**config.mk**
```make
export PLATFORM = sky130hd
export DESIGN_NAME = fetch_redirect_controller_flat
export DESIGN_NICKNAME = d
export VERILOG_FILES = /design/src/rtl/fetch_redirect_controller_if.sv /design/src/rtl/fetch_redirect_controller.sv /design/src/flat_wrapper.sv
export SDC_FILE = /design/constraint.sdc
export NUM_CORES = 1
export LEC_CHECK = 0
export BUFFER_PORTS_ARGS = -buffer_cell sky130_fd_sc_hd__buf_2
export CAP_MARGIN = 10
export CORE_MARGIN = 3
export CORE_UTILIZATION = 52
export DETAILED_ROUTE_END_ITERATION = 12
export GPL_TIMING_DRIVEN = 0
export PLACE_DENSITY = 0.95
export SYNTH_ARGS = -nofsm -noshare
export SYNTH_HDL_FRONTEND = slang
export SYNTH_SLANG_ARGS = --single-unit
```
**constraint.sdc**
```tcl
create_clock -name clk -period 6.02 [get_ports clk]
set_clock_uncertainty 0.05 [all_clocks]
set_input_delay 0.602 -clock clk [delete_from_list [all_inputs] [get_ports clk]]
set_output_delay 0.602 -clock clk [all_outputs]
set_load 0.005 [all_outputs]
```
**src/rtl/fetch_redirect_controller_if.sv**
```systemverilog
// Fetch-side control bundle: redirect requests and hazard information flow
// from the pipeline into the controller; the fetch PC, validity, stall/flush
// controls and performance counters flow back out.
interface fetch_redirect_controller_if;
  // Fetch prediction and redirect requests
  logic [31:0] predict_pc;
  logic        jalr;
  logic [31:0] stage_e_pc;
  logic        mispredict;
  logic [31:0] stage_m_pc;
  logic        ret;
  logic [31:0] stage_w_pc;

  // Load-use hazard inputs
  logic        d_valid;
  logic [4:0]  register_number_a;
  logic [4:0]  register_number_b;
  logic        e_load;
  logic [4:0]  e_destination_register_number;

  // Controller outputs
  logic [31:0] fetch_pc;
  logic        fetch_valid;
  logic        stall_fd;
  logic        flush_d;
  logic        flush_e;
  logic        flush_m;
  logic [31:0] redirect_count;
  logic [31:0] stall_count;
  logic [1:0]  ctrl_state;

  // Pipeline side: supplies requests, consumes controls
  modport master (
    output predict_pc, jalr, stage_e_pc, mispredict, stage_m_pc, ret, stage_w_pc,
    output d_valid, register_number_a, register_number_b, e_load,
    output e_destination_register_number,
    input  fetch_pc, fetch_valid, stall_fd, flush_d, flush_e, flush_m,
    input  redirect_count, stall_count, ctrl_state
  );

  // Controller side
  modport slave (
    input  predict_pc, jalr, stage_e_pc, mispredict, stage_m_pc, ret, stage_w_pc,
    input  d_valid, register_number_a, register_number_b, e_load,
    input  e_destination_register_number,
    output fetch_pc, fetch_valid, stall_fd, flush_d, flush_e, flush_m,
    output redirect_count, stall_count, ctrl_state
  );
endinterface

```
**src/rtl/fetch_redirect_controller.sv**
```systemverilog
// Fetch redirect controller: selects the next fetch PC between the predicted
// PC and redirects from E (jalr), M (mispredict) and W (ret), inserts a
// one-cycle load-use bubble, raises per-stage flushes and holds fetch_valid
// low while the instruction memory refills after a redirect or reset.
// Every output is registered.
module fetch_redirect_controller #(
  parameter logic [31:0] RESET_PC      = 32'h0000_0000,
  parameter int unsigned REFILL_CYCLES = 1  // legal range 1..15
) (
  input  logic                             clk,
  input  logic                             reset,  // async, active-low
  fetch_redirect_controller_if.slave       bus
);

  typedef enum logic [1:0] {
    ST_RUN    = 2'd0,
    ST_HOLD   = 2'd1,
    ST_REFILL = 2'd2
  } state_t;

  localparam logic [3:0] REFILL_INIT = 4'(REFILL_CYCLES);

  state_t      state_q, state_d;
  logic [3:0]  refill_q, refill_d;
  logic [31:0] pc_q, pc_d;
  logic        valid_q, valid_d;
  logic        stall_q, stall_d;
  logic        flush_d_q, flush_d_d;
  logic        flush_e_q, flush_e_d;
  logic        flush_m_q, flush_m_d;
  logic [31:0] redirect_cnt_q, redirect_cnt_d;
  logic [31:0] stall_cnt_q, stall_cnt_d;

  logic        redirect;
  logic [31:0] redirect_target;
  logic        load_use;

  // Redirect arbitration (oldest stage wins) and load-use hazard detection
  always_comb begin
    redirect        = bus.ret | bus.mispredict | bus.jalr;
    redirect_target = bus.ret        ? bus.stage_w_pc :
                      bus.mispredict ? bus.stage_m_pc :
                                       bus.stage_e_pc;
    load_use = bus.e_load && bus.d_valid &&
               (bus.e_destination_register_number != 5'd0) &&
               ((bus.e_destination_register_number == bus.register_number_a) ||
                (bus.e_destination_register_number == bus.register_number_b));
  end

  // Next-state and next-output decision
  always_comb begin
    // NOTE: every signal gets a default before any branch so no path can
    // leave one unassigned and infer a latch.
    state_d        = state_q;
    refill_d       = refill_q;
    pc_d           = pc_q;
    valid_d        = valid_q;
    stall_d        = 1'b0;
    flush_d_d      = 1'b0;
    flush_e_d      = 1'b0;
    flush_m_d      = 1'b0;
    redirect_cnt_d = redirect_cnt_q;
    stall_cnt_d    = stall_cnt_q;

    if (redirect) begin
      // A redirect overrides everything, whatever state we are in.
      state_d        = ST_REFILL;
      refill_d       = REFILL_INIT;
      pc_d           = redirect_target;
      valid_d        = 1'b0;
      flush_d_d      = 1'b1;
      flush_e_d      = bus.ret | bus.mispredict;
      flush_m_d      = bus.ret;
      redirect_cnt_d = (redirect_cnt_q == '1) ? redirect_cnt_q
                                              : redirect_cnt_q + 32'd1;
    end else begin
      unique case (state_q)
        ST_RUN: begin
          valid_d = 1'b1;
          if (load_use) begin
            // Hold F/D and send a bubble into E; PC stays put.
            stall_d     = 1'b1;
            flush_e_d   = 1'b1;
            stall_cnt_d = (stall_cnt_q == '1) ? stall_cnt_q
                                              : stall_cnt_q + 32'd1;
            state_d     = ST_HOLD;
          end else begin
            pc_d = bus.predict_pc;
          end
        end
        ST_HOLD: begin
          // The bubble resolves the hazard; no re-check here.
          pc_d    = bus.predict_pc;
          valid_d = 1'b1;
          state_d = ST_RUN;
        end
        ST_REFILL: begin
          if (refill_q <= 4'd1) begin
            // Last refill cycle: issue the target instruction itself.
            valid_d = 1'b1;
            state_d = ST_RUN;
          end else begin
            valid_d  = 1'b0;
            refill_d = refill_q - 4'd1;
          end
        end
        default: begin
          state_d  = ST_REFILL;
          refill_d = REFILL_INIT;
          valid_d  = 1'b0;
        end
      endcase
    end
  end

  // State and output registers
  always_ff @(posedge clk or negedge reset) begin
    if (!reset) begin
      state_q        <= ST_REFILL;
      refill_q       <= REFILL_INIT;
      pc_q           <= RESET_PC;
      valid_q        <= 1'b0;
      stall_q        <= 1'b0;
      flush_d_q      <= 1'b0;
      flush_e_q      <= 1'b0;
      flush_m_q      <= 1'b0;
      redirect_cnt_q <= '0;
      stall_cnt_q    <= '0;
    end else begin
      // NOTE: non-blocking assignments so every register samples the
      // pre-edge values computed above, independent of statement order.
      state_q        <= state_d;
      refill_q       <= refill_d;
      pc_q           <= pc_d;
      valid_q        <= valid_d;
      stall_q        <= stall_d;
      flush_d_q      <= flush_d_d;
      flush_e_q      <= flush_e_d;
      flush_m_q      <= flush_m_d;
      redirect_cnt_q <= redirect_cnt_d;
      stall_cnt_q    <= stall_cnt_d;
    end
  end

  assign bus.fetch_pc       = pc_q;
  assign bus.fetch_valid    = valid_q;
  assign bus.stall_fd       = stall_q;
  assign bus.flush_d        = flush_d_q;
  assign bus.flush_e        = flush_e_q;
  assign bus.flush_m        = flush_m_q;
  assign bus.redirect_count = redirect_cnt_q;
  assign bus.stall_count    = stall_cnt_q;
  assign bus.ctrl_state     = state_q;

endmodule

```
**src/flat_wrapper.sv**
```systemverilog
// flat-port wrapper written by rule: the top's interface ports become plain ports
module fetch_redirect_controller_flat 
#(
  parameter logic [31:0] RESET_PC      = 32'h0000_0000,
  parameter int unsigned REFILL_CYCLES = 1                      
)
  (clk, reset, bus_predict_pc, bus_jalr, bus_stage_e_pc, bus_mispredict, bus_stage_m_pc, bus_ret, bus_stage_w_pc, bus_d_valid, bus_register_number_a, bus_register_number_b, bus_e_load, bus_e_destination_register_number, bus_fetch_pc, bus_fetch_valid, bus_stall_fd, bus_flush_d, bus_flush_e, bus_flush_m, bus_redirect_count, bus_stall_count, bus_ctrl_state);
  fetch_redirect_controller_if bus_i ();
  input  logic clk;
  input  logic reset;
  input wire logic [$bits(bus_i.predict_pc)-1:0] bus_predict_pc;
  input wire logic [$bits(bus_i.jalr)-1:0] bus_jalr;
  input wire logic [$bits(bus_i.stage_e_pc)-1:0] bus_stage_e_pc;
  input wire logic [$bits(bus_i.mispredict)-1:0] bus_mispredict;
  input wire logic [$bits(bus_i.stage_m_pc)-1:0] bus_stage_m_pc;
  input wire logic [$bits(bus_i.ret)-1:0] bus_ret;
  input wire logic [$bits(bus_i.stage_w_pc)-1:0] bus_stage_w_pc;
  input wire logic [$bits(bus_i.d_valid)-1:0] bus_d_valid;
  input wire logic [$bits(bus_i.register_number_a)-1:0] bus_register_number_a;
  input wire logic [$bits(bus_i.register_number_b)-1:0] bus_register_number_b;
  input wire logic [$bits(bus_i.e_load)-1:0] bus_e_load;
  input wire logic [$bits(bus_i.e_destination_register_number)-1:0] bus_e_destination_register_number;
  output wire logic [$bits(bus_i.fetch_pc)-1:0] bus_fetch_pc;
  output wire logic [$bits(bus_i.fetch_valid)-1:0] bus_fetch_valid;
  output wire logic [$bits(bus_i.stall_fd)-1:0] bus_stall_fd;
  output wire logic [$bits(bus_i.flush_d)-1:0] bus_flush_d;
  output wire logic [$bits(bus_i.flush_e)-1:0] bus_flush_e;
  output wire logic [$bits(bus_i.flush_m)-1:0] bus_flush_m;
  output wire logic [$bits(bus_i.redirect_count)-1:0] bus_redirect_count;
  output wire logic [$bits(bus_i.stall_count)-1:0] bus_stall_count;
  output wire logic [$bits(bus_i.ctrl_state)-1:0] bus_ctrl_state;
  assign bus_i.predict_pc = bus_predict_pc;
  assign bus_i.jalr = bus_jalr;
  assign bus_i.stage_e_pc = bus_stage_e_pc;
  assign bus_i.mispredict = bus_mispredict;
  assign bus_i.stage_m_pc = bus_stage_m_pc;
  assign bus_i.ret = bus_ret;
  assign bus_i.stage_w_pc = bus_stage_w_pc;
  assign bus_i.d_valid = bus_d_valid;
  assign bus_i.register_number_a = bus_register_number_a;
  assign bus_i.register_number_b = bus_register_number_b;
  assign bus_i.e_load = bus_e_load;
  assign bus_i.e_destination_register_number = bus_e_destination_register_number;
  assign bus_fetch_pc = bus_i.fetch_pc;
  assign bus_fetch_valid = bus_i.fetch_valid;
  assign bus_stall_fd = bus_i.stall_fd;
  assign bus_flush_d = bus_i.flush_d;
  assign bus_flush_e = bus_i.flush_e;
  assign bus_flush_m = bus_i.flush_m;
  assign bus_redirect_count = bus_i.redirect_count;
  assign bus_stall_count = bus_i.stall_count;
  assign bus_ctrl_state = bus_i.ctrl_state;
  fetch_redirect_controller #(.RESET_PC(RESET_PC), .REFILL_CYCLES(REFILL_CYCLES)) u_core (.clk(clk), .reset(reset), .bus(bus_i));
endmodule
```
==> impl_metrics.tcl, run 1 <==
set metrics [dict create \
    r2r_end "u_core.bus.stall_count[19]" \
    ir_drop_uv 149 \
    cts_tree "built" \
    netlist_instances 649 \
    relSlewSlack_pct 39.7 \
    endpoint "u_core.bus.stall_count[13]" \
    setup_ws_ns 3.42 \
    drtAntennaViolNets 0 \
    final_nets 1066 \
    rsz0062_at_grt "false" \
    dp_cells 1037 \
    worst_slew_pin_slew_ns 0.897 \
    firstDrtPassIters 6 \
    cts_buffers 9 \
    fp-row-count 37 \
    antenna_found_initial 0 \
    clk_path_buf_depth 2 \
    dp_hpwl_mm 13.7 \
    leakage_nw 3.81 \
    rrSetupSlack_ns 3.60 \
    syn_to_final_growth_pct 28.5 \
    finalPower_mw 1.57 \
    max_freq_mhz 385 \
    setup_violations 0 \
    hold_class "in2async" \
    post_cts_buffers 0 \
    coreArea_um2 10600 \
    synth_nets 803 \
    hold_buffers 0 \
    grt_pass1_vias 5823 \
    die_area_um2 12400 \
    synth.avg_cell_area_um2 8.92 \
    ys_types 46 \
    cp.required_ns 6.22 \
    outcome "finished clean" \
    final_layout_size_suffix_gt1_share_pct 31.2 \
    cp-start-kind "input port" \
    io_pins 253 \
    timing.final.crit_share_pct 43.2 \
    synth_top_area_cell "dfrtp_1" \
    ys_warn_count 0 \
    start_util_pct 54.9 \
    drtIter0Drc 377 \
    pre_cts_ws_ns 3.06 \
    synth_seq_cells 107 \
    hold_viol 0 \
    seq_area_um2 2680 \
    dieHeight_um 112 \
    drcViolationCount 0 \
    synth_edf_count 0 \
    syn_area_um2 5790 \
    multi_input_area_um2 2950 \
    synth_top_area_share_pct 45.4 \
    max_cap_viol_count 0 \
    wl_per_cell_um 16.4 \
    ys_seq_area_share_pct 46.3 \
    cts_root_buffer "clkbuf_8" \
    critPathKind "in2reg" \
    grt_pass1_wl_mm 28.2 \
    synth_area_leaders "dfrtp_1 45%, a21oi_1 8.5%, nor2_1 8.2%" \
    async_reset_ff_share_pct 100 \
    clk_latency_ns 0.36 \
    grt_max_degree 59 \
    routabilityCongestion 0.918 \
    vias_per_cell 5.56 \
    port-buffer-count 251 \
    antennaDiodeCount 0 \
    fill_cells 832 \
    slew_viol_final 0 \
    path_clk_slew_ns 0.11 \
    synthFlopType "dfrtp_1" \
    die_w_um 112 \
    reg2reg_depth 5 \
    startpoint "bus_mispredict" \
    cts_sinks 107 \
    cp-end-kind "register" \
    arrival_ns 2.80 \
    fin_hold_ws_ns 0.243 \
    reg2reg_from "u_core.bus.stall_count[24]" \
    period_needed_ns 2.60 \
    gr-total-overflow 0 \
    cp_max_fo 10 \
    final.setup.tns_ns 0 \
    grt_usage_pct 27.5 \
    dr_total_vias 5853 \
    fin_cells 1053 \
    drt-total-wl_mm 17.3 \
    h-tree-depth 3 \
    p_per_area_nw_per_um2 211 \
    cts-resized-gates 0 \
]
[per-layer routing]
| metal | part of all wire [%] | GRT usage, % | vias to the layer above |
|---|---|---|---|
| li1 | - | - | 2758 |
| met3 | 6.8 | 4.67 | 35 |
| met2 | 51 | 48.0 | 267 |
| met5 | 0 | 0 | - |
| met1 | 40 | 34.9 | 2793 |
| met4 | 2.3 | 8.68 | 0 |
[logic make-up (layout without fill, tap and decap cells)]
logic type | Yosys count | count (layout) | synth area share (%)
xor+xnor | 71 | 71 | 10.7
flops | 107 | 107 | 46.3
fa+ha+maj | 4 | 4 | 0.864
simple gates | 286 | 286 | 23.6
mux | 34 | 34 | 5.92
compound gates | 108 | 108 | 9.79
buf+inv | 39 | 307 | 2.83
[cell usage in the layout (no fill, tap or decap), types with 23 or more instances in the layout]
cell and n:
buf_2 258, nor2_1 126, dfrtp_1 105, a21oi_1 98, nand2_1 45, xnor2_1 42, mux2i_1 32, xor2_1 29
nand3_1 28, nor3_1 23
[cell type report]
cell class	count	area share, %
inverters	8	0.404
well taps	136	2.29
multi-input cells	503	39.6
plain buffers	31	1.80
clock buffers	11	1.77
flip-flops and latches	107	36.0
repair buffers	252	17.3
clock inverters	5	0.824
[state kept, by name, indices dropped and copies added (netlist names)]
signal	flops
u_core.refill_q	4
u_core.bus.fetch_valid	1
u_core.bus.fetch_pc	32
u_core.bus.ctrl_state	2
u_core.bus.redirect_count	32
u_core.bus.flush_m	1
u_core.bus.stall_fd	1
u_core.bus.flush_e	1
u_core.bus.stall_count	32
u_core.bus.flush_d	1
[how the worst min path moves through the flow]
| stage | endpoint | slack (ns) | cells past startpoint |
|---|---|---|---|
| final | u_core.bus.flush_e | 0.24 | 1 |
| after global routing | u_core.bus.flush_e | 0.29 | 1 |
| after CTS | u_core.bus.flush_e | 0.26 | 1 |
| after detailed placement | u_core.bus.redirect_count[20] | 0.43 | 1 |
| after global placement | u_core.bus.stall_count[13] | 0.42 | 1 |
| after floorplan | u_core.bus.ctrl_state[0] | 0.26 | 0 |
[worst max-delay path: stages]
cell	delay, ns
buf_2	0.19
nor3_4	0.48
inv_2	0.20
nor3_1	0.22
o21ai_1	0.17
nor3_2	0.32
buf_2	0.30
nand4_1	0.15
xnor2_1	0.16
[Yosys cell counts (all sizes together), types with 7 or more instances]
master and count:
buf 13, nand3 28, xor2 29, clkbuf 18, a21oi 98, mux2i 32, nand4 22, xnor2 42
nor2 126, inv 8, nand2 45, and3 15, dfrtp 105, and4 7, nor3 25
[stage by stage]
stage          utilization, %  area (µm²)
6_report                 70.5        7440
5_1_grt                  70.5        7440
4_1_cts                  70.5        7440
3_5_place_dp             68.7        7250
3_3_place_gp             68.4        7220
2_1_floorplan               -        5790
[report_power, final]
part / internal (mW) / switching [mW] / total, mW
clock: 0.195 / 0.251 / 0.446
combinational: 0.144 / 0.164 / 0.308
sequential: 0.772 / 0.0472 / 0.819
total: 1.11 / 0.462 / 1.57
(Power assumes the default switching activity.)
==> run 2, diff against run 1 <==
--- a/config.mk
+++ b/config.mk
@@ -5,13 +5,14 @@
 export SDC_FILE = /design/constraint.sdc
 export NUM_CORES = 1
 export LEC_CHECK = 0
+export ABC_AREA = 1
 export BUFFER_PORTS_ARGS = -buffer_cell sky130_fd_sc_hd__buf_2
 export CAP_MARGIN = 10
 export CORE_MARGIN = 3
-export CORE_UTILIZATION = 52
+export CORE_UTILIZATION = 46
 export DETAILED_ROUTE_END_ITERATION = 12
 export GPL_TIMING_DRIVEN = 0
-export PLACE_DENSITY = 0.95
+export PLACE_DENSITY = 0.89
 export SYNTH_ARGS = -nofsm -noshare
 export SYNTH_HDL_FRONTEND = slang
 export SYNTH_SLANG_ARGS = --single-unit
==> constraint.sdc (replaced) <==
create_clock -name clk -period 2.1 [get_ports clk]
set_clock_uncertainty 0.05 [all_clocks]
set_input_delay 0.21 -clock clk [delete_from_list [all_inputs] [get_ports clk]]
set_output_delay 0.21 -clock clk [all_outputs]
set_load 0.005 [all_outputs]
==> run 2 against run 1 <==
Effect of this change:
- final area rose by 20%
- combinational power rose to 3.2 times the previous value
- synthesized cell count rose by 65%
- critical path depth did not move
- worst setup slack got worse by 3.4 ns
- worst hold slack got worse by 0.22 ns
==> impl_metrics.tcl, run 2 <==
set metrics [dict create \
    cts_root_buffer "clkbuf_16" \
    syn_area_um2 7100 \
    ys_warn_count 0 \
    synth_top_area_cell "dfrtp_1" \
    grt_pass1_vias 7378 \
    reg2reg_depth 9 \
    outcome "finished clean" \
    post_cts_buffers 0 \
    coreArea_um2 14800 \
    holdPathStages 2 \
    grt_pass1_wl_mm 36.3 \
    dieHeight_um 130 \
    leakage_nw 4.71 \
    p_per_area_nw_per_um2 576 \
    synth_nets 1225 \
    final_common_cell "nand2_1" \
    final_nets 1489 \
    ys_seq_area_share_pct 37.8 \
    start_util_pct 47.9 \
    antenna_found_initial 2 \
    die_area_um2 17000 \
    max_freq_mhz 490 \
    path_clk_slew_ns 0.07 \
    rrSetupSlack_ns 0.06 \
    yosysMostFrequentCell "nand2_1" \
    io_pins 253 \
    drcViolationCount 0 \
    setup_violations 0 \
    async_reset_ff_share_pct 100 \
    synth_top_area_share_pct 37.0 \
    crit_buf_inv 2 \
    dr_total_vias 8019 \
    period_needed_ns 2.04 \
    hold_class "in2reg" \
    port-buffer-count 251 \
    gr-total-overflow 0 \
    final_layout_size_suffix_gt1_share_pct 24.3 \
    drtAntennaViolNets 0 \
    cts_buffers 9 \
    grt_max_degree 57 \
    cp_cell_sequence "ha_1 -> nand3_1 -> inv_1 -> nand2_1 -> nor2_2 -> a21oi_2 -> clkbuf_4 -> nand3_1 -> nand2_1" \
    setup_ws_ns 0.0585 \
    vias_per_cell 5.26 \
    pre_cts_ws_ns 0.129 \
    cts_sinks 107 \
    reg2reg_from "u_core.bus.redirect_count[0]" \
    cp.required_ns 2.33 \
    clk_path_buf_depth 2 \
    synth_area_leaders "dfrtp_1 37%, nand2_1 26%, nand3_1 6.1%" \
    grt_usage_pct 26.8 \
    r2r_end "u_core.bus.redirect_count[8]" \
    hp-start "bus_ret" \
    fp-row-count 44 \
    slew_viol_final 0 \
    synth.avg_cell_area_um2 6.63 \
    finalPower_mw 5.14 \
    timing.final.crit_share_pct 97.2 \
    cp-start-kind "register" \
    ys_types 35 \
    worst_slew_pin_slew_ns 0.676 \
    min_to "u_core.bus.flush_m" \
    synth_seq_cells 107 \
    layout_common_cells "489 x nand2_1, 261 x buf_2, 105 x dfrtp_1, 86 x nand3_1, 82 x nor2_1" \
    arrival_ns 2.27 \
    rsz0062_at_grt "true" \
    dp_hpwl_mm 18.5 \
    cpPeakStageDelay_ns 0.43 \
    drtIter0Drc 601 \
    firstDrtPassIters 5 \
    drt-total-wl_mm 23.2 \
    max_cap_viol_count 0 \
    dpl_cell_area_um2 8610 \
    die_w_um 130 \
    cp-end-kind "register" \
    clk_latency_ns 0.35 \
    critPathKind "reg2reg" \
    wl_per_cell_um 15.2 \
    crit_family "simple AND/OR/NAND/NOR gates" \
    cp_max_fo 10 \
    netlist_instances 1071 \
    synthFlopType "dfrtp_1" \
    synth_edf_count 0 \
    ys_top_cells_by_count "489 x nand2_1, 105 x dfrtp_1, 86 x nand3_1, 82 x nor2_1, 69 x o21ai_0" \
    fin_area_um2 8920 \
    h-tree-depth 3 \
    cts_tree "built" \
    hold_viol 0 \
    relSlewSlack_pct 54.9 \
    syn_to_final_growth_pct 25.7 \
    ir_drop_uv 419 \
    critPathSlowestCell "dfrtp_1" \
    routabilityCongestion 0.981 \
]
## run 2: logic make-up (layout without fill, tap and decap cells)
family                     count (synthesis)  after routing  share of synthesized area (%)
and+or+nand+nor                          722            722                           42.9
buffers and inverters                    108            376                           7.07
DFF                                      107            107                           37.8
AOI/OAI and AO/OA                         89             89                           6.52
xor gates and xnor gates                  41             41                           5.06
adders and majority gates                  4              4                          0.705
other                                      0              1                              0
## run 2: per-stage QoR
| stage | cells | hold slack [ns] | setup TNS, ns | utilization [%] |
|---|---|---|---|---|
| 6_report | 1524 | 0.0277 | 0 | 60.2 |
| 5_1_grt | 1524 | 0.0327 | -0.157 | 60.2 |
| 4_1_cts | 1523 | 0.0143 | 0 | 60.2 |
| 3_5_place_dp | 1507 | 0.253 | 0 | 58.2 |
| 3_3_place_gp | 1506 | 0.390 | -50.53 | 58.0 |
| 2_1_floorplan | 1071 | -0.136 | 0 | - |
## run 2: how the worst max path moves through the flow
| stage | start | end | slack (ns) | cells past startpoint |
|---|---|---|---|---|
| global placement | reset | u_core.bus.fetch_pc[6] | -0.49 | 1 |
| detailed placement | u_core.bus.redirect_count[0] | u_core.bus.redirect_count[24] | 0.13 | 9 |
| floorplan | u_core.bus.stall_count[0] | u_core.bus.stall_count[2] | 0.41 | 10 |
| CTS | u_core.bus.redirect_count[0] | u_core.bus.redirect_count[8] | 0.09 | 9 |
| global route | u_core.bus.redirect_count[0] | u_core.bus.redirect_count[8] | -0.04 | 9 |
| finish | u_core.bus.redirect_count[0] | u_core.bus.redirect_count[8] | 0.06 | 9 |
## run 2: layout make-up
cell class / instances / area, µm²
Inverter: 65 / 246
Timing Repair Buffer: 253 / 1300
Clock buffer: 13 / 260
Tap cell: 184 / 230
Multi-Input combinational cell: 856 / 3910
Fill cell: 1398 / 5890
Antenna cell: 1 / 2.50
Clock inverter: 2 / 35.0
Buffer: 43 / 258
Sequential cell: 107 / 2680
## run 2: timing repair
item                                    CTS  global route
endpoints found under the setup margin    0            11
endpoints found under the hold margin    51             0
hold buffers                              1             0
resized for setup                         0             1
## run 2: power breakdown
part	switching, mW	internal [mW]	leakage [nW]
registers	0.160	2.23	1.39
logic	0.556	0.435	3.17
clock network	0.772	0.985	0.146
total	1.49	3.65	4.71
## run 2: layer usage
metal	global-route usage, %	vias to the layer above	part of all wire [%]
li1	-	3906	-
met1	33.6	3676	39
met2	44.9	383	49
met3	6.30	52	8.9
met4	10.2	2	2.6
met5	0	-	0.060
